### config.mk
export PLATFORM = sky130hd
export DESIGN_NAME = dmem_arbiter
export DESIGN_NICKNAME = d
export VERILOG_FILES = /design/src/rtl/dmem_arbiter.sv
export SDC_FILE = /design/constraint.sdc
export NUM_CORES = 1
export LEC_CHECK = 0
export BUFFER_PORTS_ARGS = -buffer_cell sky130_fd_sc_hd__buf_2
export CELL_PAD_IN_SITES_DETAIL_PLACEMENT = 0
export CELL_PAD_IN_SITES_GLOBAL_PLACEMENT = 1
export CORE_AREA = 2 2 116 118
export CTS_BUF_LIST = sky130_fd_sc_hd__clkbuf_4 sky130_fd_sc_hd__clkbuf_8 sky130_fd_sc_hd__clkbuf_16
export DETAILED_ROUTE_END_ITERATION = 10
export DIE_AREA = 0 0 118 120
export GPL_TIMING_DRIVEN = 0
export PLACE_DENSITY = 0.92
export SLEW_MARGIN = 10
export SYNTH_ARGS = -nofsm -noshare
export SYNTH_HDL_FRONTEND = slang
export SYNTH_SLANG_ARGS = --single-unit
### constraint.sdc
create_clock -name clk -period 4.3 [get_ports clk]
set_input_delay 0.86 -clock clk [delete_from_list [all_inputs] [get_ports clk]]
set_output_delay 0.86 -clock clk [all_outputs]
set_load 0.05 [all_outputs]
### src/rtl/dmem_arbiter.sv
// rtl/dmem_arbiter.sv - round-robin arbiter sharing one data memory port between scalar and vector requesters
// Optional fixed scalar priority: define DMEM_ARB_SCALAR_PRIO_EN.
module dmem_arbiter #(
    parameter int ADDR_W  = 32,
    parameter int DATA_W  = 32,
    parameter int MEM_LAT = 1
) (
    input  logic              clk,
    input  logic              rst,
    input  logic              s_req,
    input  logic              s_we,
    input  logic [ADDR_W-1:0] s_addr,
    input  logic [DATA_W-1:0] s_wdata,
    output logic              s_gnt,
    output logic              s_done,
    output logic [DATA_W-1:0] s_rdata,
    input  logic              v_req,
    input  logic              v_we,
    input  logic [ADDR_W-1:0] v_addr,
    input  logic [DATA_W-1:0] v_wdata,
    output logic              v_gnt,
    output logic              v_done,
    output logic [DATA_W-1:0] v_rdata,
    output logic              mem_rd_en,
    output logic              mem_wr_en,
    output logic [ADDR_W-1:0] mem_addr,
    output logic [DATA_W-1:0] mem_wdata,
    input  logic [DATA_W-1:0] mem_rdata,
    output logic              pc_enable
);

    typedef enum logic {IDLE, BUSY} state_t;

    state_t            state_q, state_d;
    logic [2:0]        lat_cnt_q, lat_cnt_d;
    logic              owner_q, owner_d;
    logic              we_q, we_d;
    logic [ADDR_W-1:0] addr_q, addr_d;
    logic [DATA_W-1:0] wdata_q, wdata_d;
    logic              pick_v;

`ifdef DMEM_ARB_SCALAR_PRIO_EN
    always_comb begin
        pick_v = !s_req;
    end
`else
    logic last_owner_q, last_owner_d;

    // owner/last_owner encoding: 1 = vector, 0 = scalar
    always_comb begin
        pick_v = v_req && (!s_req || !last_owner_q);
    end

    always_ff @(posedge clk) begin
        if (!rst) begin
            last_owner_q <= 1'b1;
        end else begin
            last_owner_q <= last_owner_d;
        end
    end

    always_comb begin
        last_owner_d = last_owner_q;
        if (state_q == IDLE && (s_req || v_req)) begin
            last_owner_d = pick_v;
        end
    end
`endif

    always_ff @(posedge clk) begin
        if (!rst) begin
            state_q   <= IDLE;
            lat_cnt_q <= 3'd0;
            owner_q   <= 1'b0;
            we_q      <= 1'b0;
            addr_q    <= '0;
            wdata_q   <= '0;
        end else begin
            state_q   <= state_d;
            lat_cnt_q <= lat_cnt_d;
            owner_q   <= owner_d;
            we_q      <= we_d;
            addr_q    <= addr_d;
            wdata_q   <= wdata_d;
        end
    end

    always_comb begin
        state_d   = state_q;
        lat_cnt_d = lat_cnt_q;
        owner_d   = owner_q;
        we_d      = we_q;
        addr_d    = addr_q;
        wdata_d   = wdata_q;
        s_gnt     = 1'b0;
        v_gnt     = 1'b0;
        s_done    = 1'b0;
        v_done    = 1'b0;
        s_rdata   = '0;
        v_rdata   = '0;
        mem_rd_en = 1'b0;
        mem_wr_en = 1'b0;
        mem_addr  = addr_q;
        mem_wdata = wdata_q;

        case (state_q)
            IDLE: begin
                if (s_req || v_req) begin
                    s_gnt     = !pick_v;
                    v_gnt     = pick_v;
                    we_d      = pick_v ? v_we : s_we;
                    addr_d    = pick_v ? v_addr : s_addr;
                    wdata_d   = pick_v ? v_wdata : s_wdata;
                    mem_rd_en = !we_d;
                    mem_wr_en = we_d;
                    mem_addr  = addr_d;
                    mem_wdata = wdata_d;
                    owner_d   = pick_v;
                    lat_cnt_d = 3'd1;
                    state_d   = BUSY;
                end
            end
            BUSY: begin
                if (lat_cnt_q == 3'(MEM_LAT)) begin
                    s_done    = !owner_q;
                    v_done    = owner_q;
                    s_rdata   = (!owner_q && !we_q) ? mem_rdata : '0;
                    v_rdata   = (owner_q && !we_q) ? mem_rdata : '0;
                    lat_cnt_d = 3'd0;
                    state_d   = IDLE;
                end else begin
                    lat_cnt_d = lat_cnt_q + 3'd1;
                end
            end
            default: state_d = IDLE;
        endcase

        // While reset is held every output is forced quiet, including the stall.
        if (!rst) begin
            s_gnt     = 1'b0;
            v_gnt     = 1'b0;
            s_done    = 1'b0;
            v_done    = 1'b0;
            s_rdata   = '0;
            v_rdata   = '0;
            mem_rd_en = 1'b0;
            mem_wr_en = 1'b0;
            mem_addr  = '0;
            mem_wdata = '0;
        end
        pc_enable = rst && !(s_req && !s_done);
    end

endmodule

==> impl_metrics.yaml, run 1 <==
outcome:
  status: "finished, final reports clean"
timing:
  fin_skew_ps: 5.04
  setup_violations: 0
  rsz0062_at_grt: "no"
  worstMarginPinSlew_ps: 515
  tns_ps: 0
  fmax_mhz: 283
  period_share_pct: 82.1
  drv_slew: 0
  slew_headroom_pct: 65.6
  period_needed_ps: 3530
  hold_viol: 0
logic_synthesis:
  synth_compound_area_share_pct: 20.9
  synth_seq_cells: 71
  synth_xor_area_share_pct: 0
  ys_warn_count: 0
  syn-instance-count: 373
  ys.flop_type: "dfxtp_1"
  synth_top_family_by_area: "simple AND/OR/NAND/NOR gates"
  yosysTopAreaCell: "dfxtp_1"
  synth_top_cells_by_area: "dfxtp_1 40%, a221o_1 18%, and3_1 11%"
  yosys.area_share.simple_pct: 31.5
  synth_edf_count: 0
  synth.mux.area_fraction_pct: 0.281
  synthAdderAreaFrac_pct: 0
  yosysSeqAreaShare_pct: 39.9
  netlist_top_cells_count: "71 x dfxtp_1, 65 x a221o_1, 65 x and3_1"
  post_synth_num_cell_types: 33
  synth_nets: 539
  postSynth.asyncResetShare_pct: 0
  netlist.area_leader.share_pct: 39.9
  avgSynthCellArea_sq_um: 9.55
  synth.most_common_cell: "dfxtp_1"
  syn-cell-area_sq_um: 3560
detailed_routing:
  first_iter_violations: 119
  route.vias.total: 4043
  drt-total-wl_mm: 12.5
  post-route-drc-count: 0
  wl_per_cell_um: 14.5
  drt-pass1-iter-count: 4
  viasPerCell: 4.67
  antenna_left: 0
min_path:
  hold_depth: 2
  hp-class: "flop to flop"
  hold_start: "we_q"
  worstHoldEndpoint: "we_q"
floorplan:
  die_area_sq_um: 14200
  initial_utilization_pct: 27.4
  die_height_um: 120
  ios: 301
  die_width_um: 118
  rows: 42
  fp.coreArea_sq_um: 13000
setup_path:
  reg2reg_to: "addr_q[19]"
  cp.arrival_ps: 2670
  r2r_start: "state_q"
  crit_type: "input pin to output pin"
  end_kind: "output pin"
  cp_max_fo: 10
  startpoint_type: "input pin"
  r2r_cells: 5
  worstPathRequired_ps: 3440
  regToRegSetupSlack_ps: 2540
global_routing:
  antenna_found_initial: 1
  grt_max_degree: 13
  use_met1_pct: 18.2
  met2_usage_pct: 31.5
  grt_pass1_vias: 3944
  top_usage_layer: "met2"
  grt-ovfl-total: 0
  grt_pass1_wl_mm: 19.6
  grt_usage_pct: 17.1
  met3_usage_pct: 6.04
cts:
  cts_hold_buf: 0
  clkTransAtPathRegs_ps: 60
  cts_root_buf: "clkbuf_16"
  clk_latency_ps: 330
  numCtsBuffers: 9
  ctsResizeCount: 0
  cts.sinks: 71
  clk_path_buf_depth: 2
  htreeDepth: 3
  cts_tree: "built"
  cts_setup_buffers: 0
place:
  place_inst: 849
  portBuffers: 300
  dpl.hpwl_mm: 9.97
  gp_congestion: 0.800
power:
  power_density_nw_per_um2: 431
  leakage_nw: 3.05
  ir_worst_vdd_v: 0.000183
finish:
  drive_above_1_share_pct: 53.0
  fin_cells: 865
  multi_input_area_sq_um: 1870
  final_net_count: 850
  diodes: 0
  syn_to_final_growth_pct: 58.7
  fillers: 1306
  regArea_sq_um: 1420
job:
  max-cap-violations: 0
critical path, stage by stage:
cell and delay [ps]:
buf_2 150, a21bo_2 280, nor3_1 300, buf_2 320, buf_2 280, a221o_1 210, buf_2 270
sequential cells by signal, indices dropped and copies added, names as in the netlist:
name,cells
addr_q,32
wdata_q,32
owner_q,1
lat_cnt_q,3
last_owner_q,1
we_q,1
state_q,1
cells by family (layout without fill, tap and decap cells):
family / count (synthesis) / in the layout
AO/OA/AOI/OAI: 79 / 79
buffers and inverters: 41 / 357
flip-flops: 71 / 71
multiplexers: 1 / 1
AND/OR/NAND/NOR: 181 / 181
placed cells by master (no fill, tap or decap), drive strengths merged, types with 2 or more instances in the layout:
| master | Yosys | final |
|---|---|---|
| buf | 16 | 316 |
| dfxtp | 71 | 71 |
| nor2 | 68 | 68 |
| and3 | 65 | 65 |
| a221o | 65 | 65 |
| clkbuf | 24 | 35 |
| nand2 | 34 | 34 |
| o21ai | 5 | 5 |
| bufinv | 0 | 4 |
| nor2b | 2 | 2 |
| nor3 | 2 | 2 |
| nand4b | 2 | 2 |
| a21oi | 2 | 2 |
| inv | 1 | 2 |
per-layer routing:
layer | wire length [um] | up-vias
li1 | - | 2006
met1 | 4870 | 1809
met2 | 6260 | 209
met3 | 1140 | 17
met4 | 260 | 2
met5 | 13 | -
stage by stage:
step / hold slack (ps) / setup WS (ps) / cell area, sq um / util, % / total power [mW]
after floorplan: 451 / 948 / 3560 / - / 1.32
after global placement: 479 / 776 / 5280 / 40.7 / 1.53
after detailed placement: 491 / 749 / 5280 / 40.7 / 1.53
after CTS: 499 / 739 / 5650 / 43.5 / 2.46
after global routing: 529 / 603 / 5650 / 43.5 / 2.54
final: 498 / 769 / 5650 / 43.5 / 2.43
how the worst max path moves through the flow:
stage           from      endpoint  cells after the start  slack, ps
3_5_place_dp   v_req  mem_addr[17]                      7        750
4_1_cts        v_req  mem_addr[18]                      7        740
3_3_place_gp   v_req  mem_addr[14]                      7        780
2_1_floorplan  v_req  mem_addr[22]                      4        950
5_1_grt        v_req  mem_wdata[3]                      7        600
6_report       v_req  mem_addr[18]                      7        770
final cells by class:
cell class	count	area share [%]
Buffer	40	4.63
Clock buffer	11	4.25
Clock inverter	5	2.28
Inverter	1	0.0664
Multi-Input combinational cell	261	33.2
Sequential cell	71	25.1
Tap cell	176	3.90
Timing Repair Buffer	300	26.6
where the power goes:
group / internal, mW / switching [mW]
Clock: 0.641 / 0.279
Combinational: 0.234 / 0.528
Sequential: 0.733 / 0.0179
(Power assumes the default switching activity.)
==> run 2, diff against run 1 <==
--- a/config.mk
+++ b/config.mk
@@ -8,12 +8,12 @@
 export BUFFER_PORTS_ARGS = -buffer_cell sky130_fd_sc_hd__buf_2
 export CELL_PAD_IN_SITES_DETAIL_PLACEMENT = 0
 export CELL_PAD_IN_SITES_GLOBAL_PLACEMENT = 1
-export CORE_AREA = 2 2 116 118
+export CORE_ASPECT_RATIO = 1.4
+export CORE_UTILIZATION = 24
 export CTS_BUF_LIST = sky130_fd_sc_hd__clkbuf_4 sky130_fd_sc_hd__clkbuf_8 sky130_fd_sc_hd__clkbuf_16
 export DETAILED_ROUTE_END_ITERATION = 10
-export DIE_AREA = 0 0 118 120
 export GPL_TIMING_DRIVEN = 0
-export PLACE_DENSITY = 0.92
+export PLACE_DENSITY = 0.85
 export SLEW_MARGIN = 10
 export SYNTH_ARGS = -nofsm -noshare
 export SYNTH_HDL_FRONTEND = slang
==> constraint.sdc (replaced) <==
create_clock -name clk -period 3.05 [get_ports clk]
set_input_delay 0.61 -clock clk [delete_from_list [all_inputs] [get_ports clk]]
set_output_delay 0.61 -clock clk [all_outputs]
set_load 0.05 [all_outputs]
==> run 2 against run 1 <==
  * Utilization fell by 4.7 points
  * Die area rose by 8.3%
  * Via count rose by 2.0%
  * Sequential power rose by 41%
  * Non-clock buffer count did not move
  * Highest routed layer is now met4
  * Sequential cell count did not move
  * Count of clock-buffer cells in the layout did not move
  * Worst setup slack got worse by 560 ps
  * Clock power rose by 16%
  * Worst hold slack got worse by 9.1 ps
==> impl_metrics.yaml, run 2 (same netlist as run 1, synthesis figures left out) <==
detailed_routing:
  viasPerCell: 4.69
  wl_met1_mm: 4.69
  antenna_left: 0
  route.vias.total: 4125
  post-route-drc-count: 0
  first_iter_violations: 152
  drt-pass1-iter-count: 5
  drt-total-wl_mm: 12.9
  highest_layer: "met4"
  met2_length_mm: 6.93
  wl_per_cell_um: 14.7
  wl_met3_mm: 1.13
outcome:
  status: "finished, final reports clean"
setup_path:
  worstPathRequired_ps: 2440
  end_kind: "output pin"
  cp_max_fo: 10
  crit_type: "input pin to output pin"
  startpoint_type: "input pin"
  cp.arrival_ps: 2230
  r2r_cells: 5
timing:
  drv_slew: 0
  tns_ps: 0
  worstMarginPinSlew_ps: 512
  period_needed_ps: 2840
  slew_headroom_pct: 65.5
  hold_viol: 0
  period_share_pct: 93.3
  setup_violations: 0
  fmax_mhz: 352
  rsz0062_at_grt: "no"
  whs_ps: 489
  fin_skew_ps: 6.55
floorplan:
  ios: 301
  initial_utilization_pct: 24.7
  die_area_sq_um: 15300
  fp.coreArea_sq_um: 14400
  die_height_um: 146
  die_width_um: 105
  rows: 52
min_path:
  hold_depth: 2
  hp-class: "flop to flop"
power:
  p_comb_share_pct: 33.7
  leakage_nw: 3.01
  power.internal_mw: 2.04
  ir_worst_vdd_v: 0.000386
  power_density_nw_per_um2: 573
  p_sw_share_pct: 36.5
  p_seq_share_pct: 33.0
  p_clk_share_pct: 33.3
  p_sw_mw: 1.17
global_routing:
  grt_usage_pct: 16.2
  grt_pass1_vias: 3973
  antenna_found_initial: 2
  grt_pass1_wl_mm: 19.6
  grt_max_degree: 13
  grt-ovfl-total: 0
finish:
  drive_above_1_share_pct: 53.1
  syn_to_final_growth_pct: 57.7
  layout_common_cells: "304 x buf_2, 71 x dfxtp_1, 65 x and3_1, 65 x a221o_1, 38 x nor2_1"
  final_core_util_pct: 38.9
  regArea_sq_um: 1420
  largestRegisters: "addr_q x32, wdata_q x32, lat_cnt_q x3"
  final_common_cell: "buf_2"
  multi_input_area_sq_um: 1870
  fin_area_sq_um: 5610
  fillers: 1537
  final_net_count: 850
place:
  dpl_cell_area_sq_um: 5300
  portBuffers: 300
  gp_congestion: 0.773
  dpl.hpwl_mm: 10.2
cts:
  cts_hold_buf: 0
  clk_path_buf_depth: 2
  clkTransAtPathRegs_ps: 50
  numCtsBuffers: 9
  cts_tree: "built"
  htreeDepth: 3
  cts.sinks: 71
  cts_root_buf: "clkbuf_16"
  clk_latency_ps: 320
job:
  max-cap-violations: 0
[run 2: power groups by stage]
stage               sequential [mW]  clock, mW  combinational [mW]
finish                         1.06       1.07                1.08
global route                   1.07       1.15                1.15
CTS                            1.06       1.11                1.09
detailed placement             1.08          0                1.09
global placement               1.08          0                1.09
floorplan                      1.07          0               0.791
[run 2: worst max-delay path: stages]
cell      delay, ps
buf_2           140
a21bo_2         270
nor3_1          180
clkbuf_4        280
buf_2           250
a221o_1         220
buf_2           280
[run 2: final cells by class]
class,count,area share (%)
Multi-Input combinational cell,261,33.4
Timing Repair Buffer,300,26.7
Sequential cell,71,25.3
Buffer,40,4.72
Clock buffer,11,4.50
Tap cell,189,4.21
Clock inverter,4,0.958
Antenna cell,2,0.0891
Inverter,1,0.0669
[run 2: worst paths after layout]
| path | startpoint | slack (ps) | to |
|---|---|---|---|
| worst min-delay path | we_q | 490 | we_q |
| worst min register to register | we_q | 490 | we_q |
| worst max-delay path | v_req | 210 | mem_wdata[16] |
| worst max register to register | state_q | 1420 | wdata_q[16] |
[run 2: what timing repair did]
item | 4_1_cts | 5_1_grt
resized for setup | 0 | 3
endpoints found under the setup margin | 0 | 50
setup buffers | 0 | 0
[run 2: stage by stage]
step	setup slack [ps]	instances	power, mW
finish	205	879	3.22
global route	28.3	877	3.37
CTS	3.23	877	3.26
detailed placement	16.8	862	2.17
global placement	22.3	862	2.16
floorplan	198	373	1.86
[run 2: per-layer routing]
metal  vias to the layer above  GRT usage, %
met5                         -             0
met3                        10          4.69
met1                      1866          15.9
met2                       234          31.8
met4                         0          5.77
li1                       2015             -
==> run 3, diff against run 2 <==
--- a/config.mk
+++ b/config.mk
@@ -9,11 +9,11 @@
 export CELL_PAD_IN_SITES_DETAIL_PLACEMENT = 0
 export CELL_PAD_IN_SITES_GLOBAL_PLACEMENT = 1
 export CORE_ASPECT_RATIO = 1.4
-export CORE_UTILIZATION = 24
+export CORE_UTILIZATION = 26
 export CTS_BUF_LIST = sky130_fd_sc_hd__clkbuf_4 sky130_fd_sc_hd__clkbuf_8 sky130_fd_sc_hd__clkbuf_16
 export DETAILED_ROUTE_END_ITERATION = 10
 export GPL_TIMING_DRIVEN = 0
-export PLACE_DENSITY = 0.85
+export PLACE_DENSITY = 0.87
 export SLEW_MARGIN = 10
 export SYNTH_ARGS = -nofsm -noshare
 export SYNTH_HDL_FRONTEND = slang
==> constraint.sdc (replaced) <==
create_clock -name clk -period 3.1 [get_ports clk]
set_input_delay 0.62 -clock clk [delete_from_list [all_inputs] [get_ports clk]]
set_output_delay 0.62 -clock clk [all_outputs]
set_load 0.05 [all_outputs]
==> run 3 against run 2 <==
  * Total power up 0.70%
  * Sequential power about the same
  * Clock skew up 1.4 ps
  * Cell count down 0.80%
  * Global-route usage up 0.52 points
  * Wire length down 2.5%
  * Largest cell class unchanged
  * Die area down 7.6%
  * Sequential cell count unchanged
  * Critical endpoint is now v_rdata[21]
  * Register-to-register slack better by 20 ps
==> impl_metrics.yaml, run 3 (same netlist as run 1, synthesis figures left out) <==
outcome:
  status: "finished, final reports clean"
floorplan:
  ios: 301
  die_height_um: 140
  fp.coreArea_sq_um: 13400
  die_width_um: 101
  initial_utilization_pct: 26.6
  die_area_sq_um: 14200
  rows: 50
place:
  pre_cts_ws_ps: 41.7
  dpl.hpwl_mm: 9.86
  place_inst: 855
  gp_congestion: 0.777
  dpl_cell_area_sq_um: 5290
  portBuffers: 300
timing:
  setup_ws_ps: 156
  hold_viol: 0
  rsz0062_at_grt: "no"
  period_needed_ps: 2940
  period_share_pct: 95.0
  worstMarginPinSlew_ps: 503
  tns_ps: 0
  drv_slew: 0
  whs_ps: 501
  setup_violations: 0
  fmax_mhz: 340
  fin_skew_ps: 7.93
  slew_headroom_pct: 66.4
cts:
  clkTransAtPathRegs_ps: 60
  clk_path_buf_depth: 2
  cts_tree: "built"
  numCtsBuffers: 9
  cts_setup_buffers: 0
  cts.sinks: 71
  ctsResizeCount: 0
  clk_latency_ps: 330
  cts_hold_buf: 0
  cts_root_buf: "clkbuf_16"
  htreeDepth: 3
finish:
  fillers: 1421
  final_common_cell: "buf_2"
  syn_to_final_growth_pct: 57.9
  final_core_util_pct: 42.0
  fin_area_sq_um: 5620
  final_net_count: 850
  largestRegisters: "addr_q x32, wdata_q x32, lat_cnt_q x3"
  layout_common_cells: "304 x buf_2, 71 x dfxtp_1, 65 x and3_1, 65 x a221o_1, 38 x nor2_1"
  drive_above_1_share_pct: 53.1
  fin_cells: 872
detailed_routing:
  post-route-drc-count: 0
  first_iter_violations: 107
  wl_per_cell_um: 14.4
  drt-total-wl_mm: 12.6
  antenna_left: 0
  route.vias.total: 4082
  drt-pass1-iter-count: 4
  viasPerCell: 4.68
global_routing:
  grt_max_degree: 14
  grt_usage_pct: 16.8
  grt_pass1_wl_mm: 18.2
  grt_pass1_vias: 3761
  antenna_found_initial: 2
  grt-ovfl-total: 0
power:
  p_clk_share_pct: 34.9
  power_density_nw_per_um2: 576
  ir_worst_vdd_v: 0.000280
  power_mw: 3.24
  power.internal_mw: 2.06
  p_seq_share_pct: 32.2
  p_comb_share_pct: 32.8
  p_sw_mw: 1.18
  leakage_nw: 3.02
  p_sw_share_pct: 36.3
job:
  max-cap-violations: 0
min_path:
  hp-class: "flop to flop"
  hold_depth: 2
  hold_start: "we_q"
  worstHoldEndpoint: "we_q"
setup_path:
  regToRegSetupSlack_ps: 1440
  startpoint_type: "input pin"
  crit_type: "input pin to output pin"
  worstPathRequired_ps: 2480
  r2r_start: "state_q"
  r2r_cells: 5
  reg2reg_to: "addr_q[13]"
  cp_max_fo: 10
  end_kind: "output pin"
  cp.arrival_ps: 2320
## run 3: cell count changes in the layout (fill, tap and decap cells not counted)
cell | before | now
inv_6 | 1 | 2
bufinv_16 | 1 | 2
clkbuf_4 | 1 | 2
diode_2 | 2 | 1
clkbuf_8 | 2 | 0
## run 3: area by class of cell
type / count / area [sq um] / share of cell area (%)
timing repair buffer: 300 / 1500 / 26.7
antenna: 1 / 2.50 / 0.0445
multi-input combinational: 261 / 1870 / 33.3
clock inverter: 6 / 92.6 / 1.65
sequential: 71 / 1420 / 25.3
buffer: 40 / 265 / 4.72
clock buffer: 10 / 233 / 4.14
tap: 182 / 228 / 4.05
inverter: 1 / 3.75 / 0.0668
## run 3: layer usage
layer / vias up / routed length [um] / GRT usage (%)
li1: 2021 / - / -
met1: 1791 / 4640 / 16.9
met2: 251 / 6480 / 32.0
met3: 17 / 1200 / 4.49
met4: 2 / 229 / 6.33
met5: - / 13 / 0
## run 3: power by group through the flow
stage                     Combinational, mW  Clock [mW]  Sequential, mW
after floorplan                       0.778           0            1.05
final                                  1.06        1.13            1.04
after detailed placement               1.07           0            1.06
after CTS                              1.07        1.16            1.04
after global routing                   1.13        1.20            1.05
after global placement                 1.07           0            1.06
## run 3: worst max-delay path by stage
| stage | startpoint | slack (ps) | end | cells after the start |
|---|---|---|---|---|
| CTS | s_req | 40 | mem_addr[13] | 7 |
| global route | rst | 30 | v_rdata[21] | 7 |
| floorplan | v_req | 230 | mem_addr[22] | 4 |
| global placement | s_req | 60 | mem_wdata[15] | 7 |
| finish | rst | 160 | v_rdata[21] | 7 |
| detailed placement | s_req | 40 | mem_addr[13] | 7 |
## run 3: worst max-delay path: stages
cell      delay [ps]
buf_2            160
and2_1           140
clkbuf_1         280
clkbuf_1         390
nand2_1          180
nor2_1           240
buf_2            310
